<file path="src/rtl/ff_excitation_driver.sv">
// Flip-flop excitation driver: turns a desired next state into SR/JK/D/T
// excitation inputs, applies them to an emulated register and self-checks
// that the register reached the requested state.
module ff_excitation_driver #(
    parameter int WIDTH = 4
) (
    input  logic                         clk,
    input  logic                         rst,
    input  logic [1:0]                   mode,
    input  logic [WIDTH-1:0]             tgt,
    input  logic                         tgt_valid,
    output logic                         tgt_ready,
    output logic [WIDTH-1:0]             exc_a,
    output logic [WIDTH-1:0]             exc_b,
    output logic                         exc_valid,
    output logic [WIDTH-1:0]             q,
    output logic                         done,
    output logic                         match,
    output logic [$clog2(WIDTH+1)-1:0]   chg_cnt,
    output logic                         err
);

    localparam int CW = $clog2(WIDTH+1);

    localparam logic [1:0] MODE_SR = 2'b00;
    localparam logic [1:0] MODE_JK = 2'b01;
    localparam logic [1:0] MODE_D  = 2'b10;
    localparam logic [1:0] MODE_T  = 2'b11;

    typedef enum logic [1:0] {
        IDLE   = 2'b00,
        EXCITE = 2'b01,
        CHECK  = 2'b10
    } state_t;

    state_t           state;
    logic [WIDTH-1:0] lat_tgt;
    logic [1:0]       lat_mode;
    logic             accept;

    // Input A: set/J for 0->1 bits, the target itself for D, changed bits for T.
    function automatic logic [WIDTH-1:0] exc_a_of(input logic [1:0] m,
                                                  input logic [WIDTH-1:0] cur,
                                                  input logic [WIDTH-1:0] nxt);
        case (m)
            MODE_SR, MODE_JK: exc_a_of = ~cur & nxt;
            MODE_D:           exc_a_of = nxt;
            default:          exc_a_of = cur ^ nxt;
        endcase
    endfunction

    // Input B: reset/K for 1->0 bits; unused (zero) for D and T. S and R are
    // disjoint by construction, so S=R=1 can never be driven.
    function automatic logic [WIDTH-1:0] exc_b_of(input logic [1:0] m,
                                                  input logic [WIDTH-1:0] cur,
                                                  input logic [WIDTH-1:0] nxt);
        case (m)
            MODE_SR, MODE_JK: exc_b_of = cur & ~nxt;
            default:          exc_b_of = '0;
        endcase
    endfunction

    // Characteristic equation of each flip-flop type.
    function automatic logic [WIDTH-1:0] next_q(input logic [1:0] m,
                                                input logic [WIDTH-1:0] cur,
                                                input logic [WIDTH-1:0] a,
                                                input logic [WIDTH-1:0] b);
        case (m)
            MODE_SR: next_q = a | (cur & ~b);
            MODE_JK: next_q = (a & ~cur) | (~b & cur);
            MODE_D:  next_q = a;
            default: next_q = cur ^ a;
        endcase
    endfunction

    function automatic logic [CW-1:0] popcount(input logic [WIDTH-1:0] v);
        popcount = '0;
        for (int i = 0; i < WIDTH; i++) begin
            popcount = popcount + CW'(v[i]);
        end
    endfunction

    assign accept = tgt_valid && tgt_ready;

    // Request latch: target and mode captured at accept for CHECK and q update.
    always_ff @(posedge clk) begin
        if (accept) begin
            lat_tgt  <= tgt;
            lat_mode <= mode;
        end
    end

    // Control FSM with registered handshake, strobe and emulated register.
    always_ff @(posedge clk) begin
        if (rst) begin
            state     <= IDLE;
            tgt_ready <= 1'b1;
            exc_valid <= 1'b0;
            done      <= 1'b0;
            match     <= 1'b0;
            q         <= '0;
            exc_a     <= '0;
            exc_b     <= '0;
            chg_cnt   <= '0;
            err       <= 1'b0;
        end else begin
            case (state)
                IDLE: begin
                    if (tgt_valid) begin
                        exc_a     <= exc_a_of(mode, q, tgt);
                        exc_b     <= exc_b_of(mode, q, tgt);
                        chg_cnt   <= popcount(q ^ tgt);
                        tgt_ready <= 1'b0;
                        exc_valid <= 1'b1;
                        state     <= EXCITE;
                    end
                end
                EXCITE: begin
                    q         <= next_q(lat_mode, q, exc_a, exc_b);
                    match     <= (next_q(lat_mode, q, exc_a, exc_b) == lat_tgt);
                    exc_valid <= 1'b0;
                    done      <= 1'b1;
                    state     <= CHECK;
                end
                CHECK: begin
                    if (!match) begin
                        err <= 1'b1;
                    end
                    done      <= 1'b0;
                    match     <= 1'b0;
                    tgt_ready <= 1'b1;
                    state     <= IDLE;
                end
                default: begin
                    state     <= IDLE;
                    tgt_ready <= 1'b1;
                    exc_valid <= 1'b0;
                    done      <= 1'b0;
                    match     <= 1'b0;
                end
            endcase
        end
    end

endmodule

</file>
<file path="config.mk">
export PLATFORM = sky130hd
export DESIGN_NAME = ff_excitation_driver
export DESIGN_NICKNAME = d
export VERILOG_FILES = /design/src/rtl/ff_excitation_driver.sv
export SDC_FILE = /design/constraint.sdc
export NUM_CORES = 1
export LEC_CHECK = 0
export CORE_MARGIN = 3
export CORE_UTILIZATION = 38
export DETAILED_ROUTE_END_ITERATION = 6
export PLACE_DENSITY_LB_ADDON = 0.15
export SETUP_SLACK_MARGIN = 0.5
export SYNTH_ARGS = -nofsm -noshare
export SYNTH_HDL_FRONTEND = slang
export SYNTH_SLANG_ARGS = --single-unit
export TNS_END_PERCENT = 50
</file>
<file path="constraint.sdc">
create_clock -name clk -period 3.9 [get_ports clk]
set_input_delay 1.17 -clock clk [delete_from_list [all_inputs] [get_ports clk]]
set_output_delay 1.17 -clock clk [all_outputs]
set_load 0.01 [all_outputs]
</file>
==> results of run 1 <==
-- flip-flops by register name (all words and copies together), names as in the netlist, 2 cells and up --
signal / count
chg_cnt: 3
exc_b: 4
lat_tgt: 4
q: 4
lat_mode: 2
exc_a: 4
state: 2
-- per-stage QoR --
step                cells  power [mW]  setup slack [ns]  utilization
finish                227       0.665             0.816        0.518
global route          227       0.707             0.698        0.518
CTS                   227       0.673             0.814        0.518
detailed placement    223       0.490             0.537        0.502
global placement      223       0.487             0.557        0.502
floorplan             155       0.429              1.15            -
-- power groups by stage --
stage / registers (mW) / clock network, mW / logic [mW]
floorplan: 0.341 / 0 / 0.0876
global placement: 0.339 / 0 / 0.149
detailed placement: 0.339 / 0 / 0.150
CTS: 0.333 / 0.188 / 0.152
global route: 0.336 / 0.199 / 0.172
finish: 0.332 / 0.182 / 0.150
-- area by class of cell --
class | instances | area [um^2]
clock buffer | 4 | 55.1
inverter | 15 | 56.3
timing repair buffer | 29 | 288
sequential | 28 | 621
tap | 46 | 57.6
multi-input combinational | 105 | 733
fill | 335 | 1680
-- how the worst max path moves through the flow --
stage | end | slack, ns | depth (start not counted)
after floorplan | chg_cnt[1] | 1.15 | 8
after global placement | chg_cnt[1] | 0.56 | 9
after detailed placement | chg_cnt[1] | 0.54 | 9
after CTS | chg_cnt[1] | 0.81 | 9
after global routing | chg_cnt[1] | 0.70 | 9
final | chg_cnt[1] | 0.82 | 9
-- metal layers --
metal	track usage	part of all wire	vias to the layer above
li1	-	-	581
met1	0.195	0.45	543
met2	0.281	0.50	19
met3	0.0333	0.035	4
met4	0.0532	0.011	0
met5	0	0	-
-- cells in the final DEF (no fill, tap or decap), types with 3 or more instances in the layout --
master           count
ha_1                14
dfxtp_1             22
clkbuf_8             4
xnor2_1              3
inv_1               15
o22ai_1              3
nand2_1             14
nor2_1              19
nand3b_1             4
a211oi_1             8
edfxtp_1             6
a21oi_1             15
clkdlybuf4s50_1     28
nand2b_1             3
-- worst register-to-register path, delay by kind of cell (launching register included) --
family | cells | cell delay, ns
AO/OA/AOI/OAI | 1 | 0.11
adder cells (fa/ha/maj) | 4 | 1.28
buffers and inverters | 1 | 0.05
flip-flops | 1 | 0.40
AND/OR/NAND/NOR | 1 | 0.04
-- cells by family (layout without fill, tap and decap cells) --
kind of cell | count (synthesis) | count (layout) | synth area share
adders and majority gates | 15 | 15 | 0.135
DFF | 28 | 28 | 0.429
muxes | 4 | 4 | 0.0294
buffers and inverters | 22 | 48 | 0.0648
xor gates and xnor gates | 3 | 3 | 0.0182
AOI/OAI and AO/OA | 35 | 35 | 0.165
and+or+nand+nor | 48 | 48 | 0.159
==> impl_metrics.py, run 1 <==
metrics = {
    "status": {
        "status": "completed",
    },
    "cells_and_area": {
        "area_growth_pct": 25.1,
        "drive_gt1_frac": 0.0773,
        "fin_nets": 206,
        "diodes": 0,
        "final_area_um2": 1810,
    },
    "power_and_ir_drop": {
        "p_per_area_nw_per_um2": 367,
        "p_clk_frac": 0.274,
        "power_frac_seq": 0.500,
        "swShare": 0.278,
        "pwr-share-comb": 0.226,
        "p_int_uw": 480,
        "ir_worst_vdd_mv": 0.282,
        "power_leakage_nw": 0.709,
        "p_sw_uw": 185,
    },
    "synth": {
        "yosys.area.top_type": "dfxtp_1",
        "avgSynthCellArea_um2": 9.34,
        "ys_warn_count": 0,
        "netlist_area_um2": 1450,
        "syn-num-nets": 179,
        "synth_most_common_cell": "dfxtp_1",
        "yosys_register_bits": 28,
        "yosysSeqAreaShare": 0.429,
        "synth_edf_count": 6,
        "synth-async-reset-ratio": 0,
        "synth_area_leaders": "dfxtp_1 30%, edfxtp_1 12%, ha_1 12%",
        "synth_flop_cell": "dfxtp_1",
        "synthCells": 155,
        "yosys.area.top_type_share": 0.304,
        "synthTopCellsByCount": "22 x dfxtp_1, 19 x nor2_1, 15 x a21oi_1, 15 x inv_1",
        "yosysUniqueCellTypes": 33,
    },
    "clock_network": {
        "holdBufCountCts": 0,
        "post_cts_buffers": 0,
        "h-tree-depth": 1,
        "clock_latency_ns": 0.28,
        "cts_inserted_buffers": 3,
        "cts_sinks": 28,
        "cts_tree": "done",
        "path_clk_slew_ns": 0.09,
        "root_buffer": "clkbuf_8",
        "postCtsResizedCells": 0,
        "clock_path_buffers": 2,
    },
    "timing": {
        "max_slew.worst_pin.slew_ns": 0.703,
        "whs_ns": 0.460,
        "slew_headroom": 0.530,
        "rsz0062_at_grt": "no",
        "drv_slew": 0,
        "hold_violations": 0,
        "finalSetupViolations": 0,
        "tns_ns": 0,
        "fmax_ghz": 0.324,
        "fin_crit_ns": 3.08,
        "min_period_over_period": 0.791,
        "clock_skew_ns": 0.00511,
    },
    "floorplanning": {
        "die_area_um2": 4590,
        "die_h_um": 67.7,
        "die-width_um": 67.7,
        "io_pins": 29,
        "core_area_um2": 3490,
        "num_rows": 21,
        "initial_core_util": 0.414,
    },
    "drt": {
        "via_count": 1147,
        "drc_errors": 0,
        "dr.first_iter.drc_count": 41,
        "dr.pass1.iters": 4,
        "drt_wl_total_um": 3160,
        "vias_per_cell": 5.05,
        "detail-route-antenna-nets": 0,
        "wire_per_inst_um": 13.9,
    },
    "critical_path": {
        "worstPathMaxFanout": 3,
        "crit_family": "adder cells",
        "cpMostUsedCell": "ha_1",
        "cp.arrival_ns": 3.30,
        "cp.required_ns": 4.12,
        "cp_num_buf_inv": 3,
        "r2r_cells": 7,
        "cp_slowest_stage_delay_ns": 0.55,
        "crit_slowest_cell": "fa_1",
        "path_cells": "clkdlybuf4s50_1 > inv_1 > ha_1 > fa_1 > inv_1 > ha_1 > ha_1 > nand2_1 > a21oi_1",
        "crit_start": "tgt[0]",
        "endpoint_kind": "flip-flop",
        "critPathLaunchType": "input pin",
        "path_class": "input pin to flip-flop",
        "rrSetupSlack_ns": 1.95,
        "r2r_start": "q[0]",
        "r2r_end": "chg_cnt[1]",
    },
    "job": {
        "maxCapViolations": 0,
    },
    "min_path": {
        "worstHoldEndpoint": "chg_cnt[2]",
        "hold_start": "chg_cnt[2]",
        "hold_depth": 2,
        "hp-class": "flip-flop to flip-flop",
    },
    "global_routing": {
        "grt_usage": 0.161,
        "grt_pass1_wl_um": 5480,
        "grt_pass1_vias": 1163,
        "grt_max_degree": 16,
        "antenna_found_initial": 0,
        "gr-total-overflow": 0,
    },
    "placed_design": {
        "globalplace.congestion": 0.779,
        "hpwl_um": 2330,
        "place_area_um2": 1760,
        "numPortBuffers": 28,
    },
}
(Power assumes the default switching activity.)
==> run 2, diff against run 1 <==
==> constraint.sdc (replaced) <==
create_clock -name clk -period 2.7 [get_ports clk]
set_input_delay 0.81 -clock clk [delete_from_list [all_inputs] [get_ports clk]]
set_output_delay 0.81 -clock clk [all_outputs]
set_load 0.01 [all_outputs]
==> impl_metrics.py, run 2 (same netlist as run 1, synthesis figures left out) <==
metrics = {
    "global_routing": {
        "antenna_found_initial": 0,
        "grt_pass1_vias": 1144,
        "grt_pass1_wl_um": 5430,
        "grt_max_degree": 17,
        "grt_usage": 0.157,
        "gr-total-overflow": 0,
    },
    "clock_network": {
        "post_cts_buffers": 0,
        "root_buffer": "clkbuf_8",
        "holdBufCountCts": 0,
        "h-tree-depth": 1,
        "cts_tree": "done",
        "cts_inserted_buffers": 3,
        "path_clk_slew_ns": 0.10,
        "clock_latency_ns": 0.28,
        "clock_path_buffers": 2,
        "cts_sinks": 28,
    },
    "min_path": {
        "hp-class": "flip-flop to flip-flop",
    },
    "timing": {
        "min_period_over_period": 0.800,
        "slew_headroom": 0.635,
        "rsz0062_at_grt": "no",
        "hold_violations": 0,
        "drv_slew": 0,
        "tns_ns": 0,
        "finalSetupViolations": 0,
        "max_slew.worst_pin.slew_ns": 0.546,
        "clock_skew_ns": 0.00561,
        "fmax_ghz": 0.463,
        "whs_ns": 0.473,
        "fin_crit_ns": 2.16,
    },
    "cells_and_area": {
        "area_growth_pct": 33.2,
        "layout_common_cells": "24 x clkdlybuf4s50_1, 22 x dfxtp_1, 19 x nor2_1, 14 x a21oi_1, 13 x nand2_1",
        "fin_nets": 212,
        "fillers": 313,
        "final_common_cell": "clkdlybuf4s50_1",
        "diodes": 0,
        "final_area_um2": 1930,
        "drive_gt1_frac": 0.176,
        "multi_input_area_um2": 792,
        "regArea_um2": 621,
    },
    "drt": {
        "drc_errors": 0,
        "detail-route-antenna-nets": 0,
        "drt_wl_total_um": 3240,
        "via_count": 1200,
        "vias_per_cell": 5.15,
        "wire_per_inst_um": 13.9,
        "dr.first_iter.drc_count": 61,
        "dr.pass1.iters": 4,
    },
    "floorplanning": {
        "die-width_um": 67.7,
        "num_rows": 21,
        "initial_core_util": 0.414,
        "core_area_um2": 3490,
        "die_area_um2": 4590,
        "io_pins": 29,
        "die_h_um": 67.7,
    },
    "placed_design": {
        "place_area_um2": 1850,
        "globalplace.congestion": 0.749,
        "numPortBuffers": 28,
        "hpwl_um": 2470,
    },
    "critical_path": {
        "critPathLaunchType": "input pin",
        "crit_family": "adder cells",
        "cp.arrival_ns": 2.38,
        "path_cells": "buf_4 > inv_12 > ha_4 > fa_1 > inv_1 > ha_2 > ha_4 > nand2_2 > a21oi_2",
        "cp_num_buf_inv": 3,
        "cp_slowest_stage_delay_ns": 0.53,
        "endpoint_kind": "flip-flop",
        "worstPathMaxFanout": 2,
        "path_class": "input pin to flip-flop",
        "crit_slowest_cell": "fa_1",
        "cpMostUsedCell": "ha_4",
        "cp.required_ns": 2.92,
    },
    "status": {
        "status": "completed",
    },
    "power_and_ir_drop": {
        "power_leakage_nw": 0.750,
        "ir_worst_vdd_mv": 0.269,
        "p_per_area_nw_per_um2": 531,
    },
    "job": {
        "maxCapViolations": 0,
    },
}
## run 2: final cells by class
type / count / share of cell area
clock buffers: 4 / 0.0344
inverters: 15 / 0.0357
multi-input cells: 105 / 0.411
flip-flops and latches: 28 / 0.322
well taps: 46 / 0.0299
repair buffers: 35 / 0.167
## run 2: per-stage QoR
step / setup WS, ns / std cells / total power, mW / util
after global routing: 0.502 / 233 / 1.09 / 0.552
after floorplan: 0.452 / 155 / 0.627 / -
after global placement: -0.251 / 229 / 0.718 / 0.530
after CTS: 0.503 / 233 / 1.03 / 0.550
after detailed placement: -0.311 / 229 / 0.725 / 0.530
final: 0.541 / 233 / 1.02 / 0.552
## run 2: path summary, 6_finish.rpt
path                      to        from  cells after the start  slack (ns)
setup / recovery  chg_cnt[1]      tgt[3]                      9        0.54
hold / removal    chg_cnt[1]  chg_cnt[1]                      2        0.47
setup reg to reg  chg_cnt[1]        q[3]                      7        0.78
hold reg to reg   chg_cnt[1]  chg_cnt[1]                      2        0.47
## run 2: power by group
| group | switching, mW | internal, mW | total (mW) |
|---|---|---|---|
| clock | 0.137 | 0.162 | 0.299 |
| combinational | 0.120 | 0.123 | 0.243 |
| sequential | 0.0257 | 0.456 | 0.482 |
## run 2: repair_timing
item,CTS,global route
endpoints found under the hold margin,0,0
pin swaps,2,2
gates resized for setup,13,6
endpoints found under the setup margin,3,1
## run 2: routing by layer
layer  global-route usage  share of wire
met3               0.0266          0.033
met1                0.210           0.47
met5                    0              0
met2                0.264           0.49
met4               0.0380         0.0065
## run 2: tightest hold or removal path, delay by kind of cell (launching register included)
kind | cells | cell delay (ns)
DFF | 1 | 0.33
and+or+nand+nor | 1 | 0.07
AOI/OAI and AO/OA | 1 | 0.04
==> run 3, diff against run 2 <==
==> constraint.sdc (replaced) <==
create_clock -name clk -period 1.9 [get_ports clk]
set_input_delay 0.57 -clock clk [delete_from_list [all_inputs] [get_ports clk]]
set_output_delay 0.57 -clock clk [all_outputs]
set_load 0.01 [all_outputs]
==> impl_metrics.py, run 3 (same netlist as run 1, synthesis figures left out) <==
metrics = {
    "status": {
        "status": "completed",
    },
    "critical_path": {
        "r2r_start": "q[3]",
        "r2r_cells": 7,
        "worstPathMaxFanout": 2,
        "crit_start": "tgt[3]",
        "endpoint": "chg_cnt[1]",
        "endpoint_kind": "flip-flop",
        "cp.arrival_ns": 2.08,
        "r2r_end": "chg_cnt[1]",
        "path_class": "input pin to flip-flop",
        "cp.required_ns": 2.11,
        "critPathLaunchType": "input pin",
        "rrSetupSlack_ns": 0.07,
    },
    "global_routing": {
        "grtUsageMet3": 0.0200,
        "use_met1": 0.216,
        "grt_pass1_wl_um": 5950,
        "grt_use_met2": 0.307,
        "grt_pass1_vias": 1306,
        "grt_usage": 0.174,
        "antenna_found_initial": 0,
        "gr-max-usage-layer": "met2",
        "grt_max_degree": 17,
        "gr-total-overflow": 0,
    },
    "drt": {
        "drc_errors": 0,
        "detail-route-antenna-nets": 0,
        "wire_per_inst_um": 14.6,
        "dr.first_iter.drc_count": 99,
        "via_count": 1273,
        "dr.pass1.iters": 4,
        "vias_per_cell": 5.03,
        "drt_wl_total_um": 3690,
    },
    "cells_and_area": {
        "layout_common_cells": "23 x buf_4, 19 x nor2_1, 14 x dfxtp_2, 13 x buf_2, 12 x a21oi_1",
        "fin_nets": 232,
        "regArea_um2": 642,
        "fin_cells": 253,
        "drive_gt1_frac": 0.502,
        "multi_input_area_um2": 907,
        "diodes": 0,
        "area_growth_pct": 52.2,
        "fillers": 289,
        "utilization": 0.631,
        "final_common_cell": "buf_4",
    },
    "floorplanning": {
        "initial_core_util": 0.414,
        "num_rows": 21,
        "io_pins": 29,
        "die_area_um2": 4590,
        "die-width_um": 67.7,
        "die_h_um": 67.7,
        "core_area_um2": 3490,
    },
    "power_and_ir_drop": {
        "ir_worst_vdd_mv": 0.369,
        "power.total_mw": 1.56,
        "power_leakage_nw": 0.995,
        "p_per_area_nw_per_um2": 707,
    },
    "clock_network": {
        "h-tree-depth": 1,
        "cts_inserted_buffers": 3,
        "cts_sinks": 28,
        "cts_tree": "done",
        "clock_path_buffers": 2,
        "path_clk_slew_ns": 0.10,
        "root_buffer": "clkbuf_8",
        "clock_latency_ns": 0.28,
    },
    "min_path": {
        "hold_depth": 2,
        "hp-class": "flip-flop to flip-flop",
    },
    "timing": {
        "tns_ns": 0,
        "max_slew.worst_pin.slew_ns": 0.426,
        "hold_violations": 0,
        "fmax_ghz": 0.536,
        "min_period_over_period": 0.983,
        "rsz0062_at_grt": "yes",
        "drv_slew": 0,
        "clock_skew_ns": 0.00715,
        "fin_crit_ns": 1.87,
        "finalSetupViolations": 0,
        "slew_headroom": 0.716,
    },
    "placed_design": {
        "numPortBuffers": 28,
        "globalplace.congestion": 0.795,
        "place_inst": 239,
        "hpwl_um": 2630,
    },
    "job": {
        "maxCapViolations": 0,
    },
}
[run 3: area by class of cell]
class                   instances  area share
clock buffers                   4      0.0301
well taps                      46      0.0261
multi-input cells             105       0.412
repair buffers                 55       0.210
flip-flops and latches         28       0.291
inverters                      15      0.0312
[run 3: power breakdown]
group | leakage [nW] | switching [mW] | internal [mW]
sequential | 0.244 | 0.0358 | 0.651
clock | 0.0339 | 0.194 | 0.229
combinational | 0.718 | 0.217 | 0.231
total | 0.995 | 0.447 | 1.11
[run 3: routing by layer]
| metal | vias to the layer above | part of all wire |
|---|---|---|
| met5 | - | 0 |
| met3 | 4 | 0.037 |
| met2 | 26 | 0.51 |
| li1 | 632 | - |
| met4 | 0 | 0.0092 |
| met1 | 611 | 0.44 |
[run 3: how the worst min path moves through the flow]
stage / from / endpoint / slack, ns
5_1_grt: exc_b[1] / exc_b[1] / 0.50
6_report: exc_b[1] / exc_b[1] / 0.47
3_3_place_gp: chg_cnt[1] / chg_cnt[1] / 0.44
2_1_floorplan: chg_cnt[1] / chg_cnt[1] / 0.48
4_1_cts: exc_b[1] / exc_b[1] / 0.48
3_5_place_dp: chg_cnt[1] / chg_cnt[1] / 0.46
[run 3: worst max-delay path, cell delays in order]
cell and delay, ns:
buf_12 0.11, inv_12 0.04, ha_4 0.19, fa_1 0.55, inv_2 0.05, ha_4 0.16, ha_4 0.26, nand2_2 0.05
a21oi_2 0.11
[run 3: repair_timing]
item,in CTS,in global routing
endpoints found under the hold margin,0,0
gates resized for setup,115,24
hold buffers,0,0
endpoints found under the setup margin,42,30
setup buffers,9,1
pin swaps,8,5
[run 3: per-stage QoR]
| stage | hold WS (ns) | cell area, um^2 | setup slack [ns] |
|---|---|---|---|
| 2_1_floorplan | 0.476 | 1500 | -0.108 |
| 3_3_place_gp | 0.441 | 1930 | -0.805 |
| 3_5_place_dp | 0.457 | 1930 | -0.837 |
| 4_1_cts | 0.476 | 2100 | 0.0520 |
| 5_1_grt | 0.499 | 2200 | -0.00130 |
| 6_report | 0.473 | 2200 | 0.0330 |
==> RTL change: new RTL, settings of run 2 <==
`WIDTH`: 4 -> 2.
--- a/src/rtl/ff_excitation_driver.sv
+++ b/src/rtl/ff_excitation_driver.sv
@@ -2,7 +2,7 @@
 // excitation inputs, applies them to an emulated register and self-checks
 // that the register reached the requested state.
 module ff_excitation_driver #(
-    parameter int WIDTH = 4
+    parameter int WIDTH = 2
 ) (
     input  logic                         clk,
     input  logic                         rst,
Interface: changed (5 resized); port bits go from 29 to 20. No check against the original RTL was run, so the function may have changed too.
==> RTL change against run 2 <==
Sequential cell count shrank 9. Clock power shrank 54%. Global-route usage shrank 1.8 points. Highest routed layer unchanged. Count of clock-buffer cells in the layout shrank 1. Die area shrank 37%. Area after synthesis shrank 40%. Critical path type is now reg -> out. Wire length shrank 50%. Worst setup slack gained 0.082 ns. Total power shrank 44%. Largest power group unchanged. Cell area shrank 42%. Clock skew shrank 0.0033 ns.
==> RTL change: results (changes against run 2) <==
[yosys]
ys_top_cells_by_count = 15 x dfxtp_1, 12 x nor2_1, 8 x a21oi_1, 8 x inv_1, 7 x ha_1
ys_types = 29  ; -12%
synth.area.top_cells = dfxtp_1 35%, edfxtp_1 14%, ha_1 10%, nor2_1 5.2%, a21oi_1 4.6%
synth_nets = 103  ; -42%
ys_seq_area_share_pct = 48.5  ; +5.6 points
synth_area_per_cell_um2 = 9.74  ; +4.3%

[critical_path]
worstPathMaxFanout = 4  ; +2
cp.arrival_ns = 1.27  ; -1.11 ns
path_delay_family = buffers and inverters
cpPeakStageDelay_ns = 0.56  ; +0.03 ns

[placement]
placed_area_um2 = 1090  ; -41%
hpwl_mm = 1.28  ; -48%
portBuffers = 19  ; -32%

[detailed_routing]
wl_per_cell_um = 11.8  ; -15%
num_vias = 692  ; -42%

[power]
ir_worst_vdd_mv = 0.272  ; +1.2%
leakagePower_nw = 0.439  ; -41%

[grt]
grt_pass1_wl_mm = 2.93  ; -46%
grt_pass1_vias = 671  ; -41%

[status]
status = finished clean

[sta]
worst_pin_slew_ns = 0.425  ; -0.121 ns
fin_skew_ns = 0.00231  ; -0.00330 ns

[clocking]
root_buffer = clkbuf_4

[final_layout]
drive_gt1_share_pct = 9.01  ; -8.6 points
fillCellCount = 181  ; -42%

RTL change: cell types whose count changed after synthesis, moves of 3 or more:
cell	change
nand2_1	-9
ha_1	-7
a211oi_1	-6
a21oi_1	-7
xnor2_1	-3
inv_1	-7
nor3b_1	+3
nand3b_1	-4
nor2_1	-7
dfxtp_1	-7
RTL change: worst paths after layout:
kind | startpoint | end | slack [ns] | depth (start not counted)
setup / recovery | exc_a[1]$_SDFFE_PP0P_ | exc_a[1] | 0.62 | 1
hold / removal | chg_cnt[0]$_SDFFE_PP0P_ | chg_cnt[0]$_SDFFE_PP0P_ | 0.47 | 2
setup reg to reg | q[0]$_SDFFE_PP0P_ | match$_SDFFE_PP0N_ | 1.18 | 5
hold reg to reg | chg_cnt[0]$_SDFFE_PP0P_ | chg_cnt[0]$_SDFFE_PP0P_ | 0.47 | 2
RTL change: cell type report:
cell class / count / area (um2) / area share [%]
Inverter: 8 / 30.0 / 2.69
Tap cell: 27 / 33.8 / 3.02
Clock buffer: 3 / 22.5 / 2.02
Sequential cell: 19 / 420 / 37.6
Multi-Input combinational cell: 60 / 408 / 36.5
Clock inverter: 1 / 5.00 / 0.448
Timing Repair Buffer: 20 / 198 / 17.7
RTL change: where the power goes:
part	internal (mW)	switching (mW)	total, mW
clock	0.0551	0.0827	0.138
combinational	0.0581	0.0534	0.111
sequential	0.308	0.0146	0.323
total	0.421	0.151	0.572
RTL change: per-layer routing:
layer | track usage (%) | part of all wire (%)
met1 | 18.8 | 47
met2 | 22.0 | 44
met4 | 5.11 | 1.0
met3 | 2.77 | 8.2
met5 | 0 | 0
RTL change: worst reg2reg max path, stage by stage, from the launching register on:
cell and delay [ns]:
dfxtp_1 0.40, inv_1 0.10, ha_1 0.28, o221a_2 0.30, xor2_1 0.15, a31o_1 0.20
RTL change: kinds of logic after synthesis:
family	count (synthesis)	share of synthesized area (%)
and+or+nand+nor	31	18.2
DFF	19	48.5
AOI/OAI and AO/OA	18	14.4
buffers and inverters	10	4.47
adders and majority gates	7	10.1
xor gates and xnor gates	2	2.02
muxes	2	2.31
RTL change: per-stage QoR:
step                      worst slack, ns  hold slack [ns]
after floorplan                      1.06            0.481
after global placement              0.436            0.447
after detailed placement            0.419            0.450
after CTS                           0.603            0.471
after global routing                0.556            0.505
final                               0.623            0.470
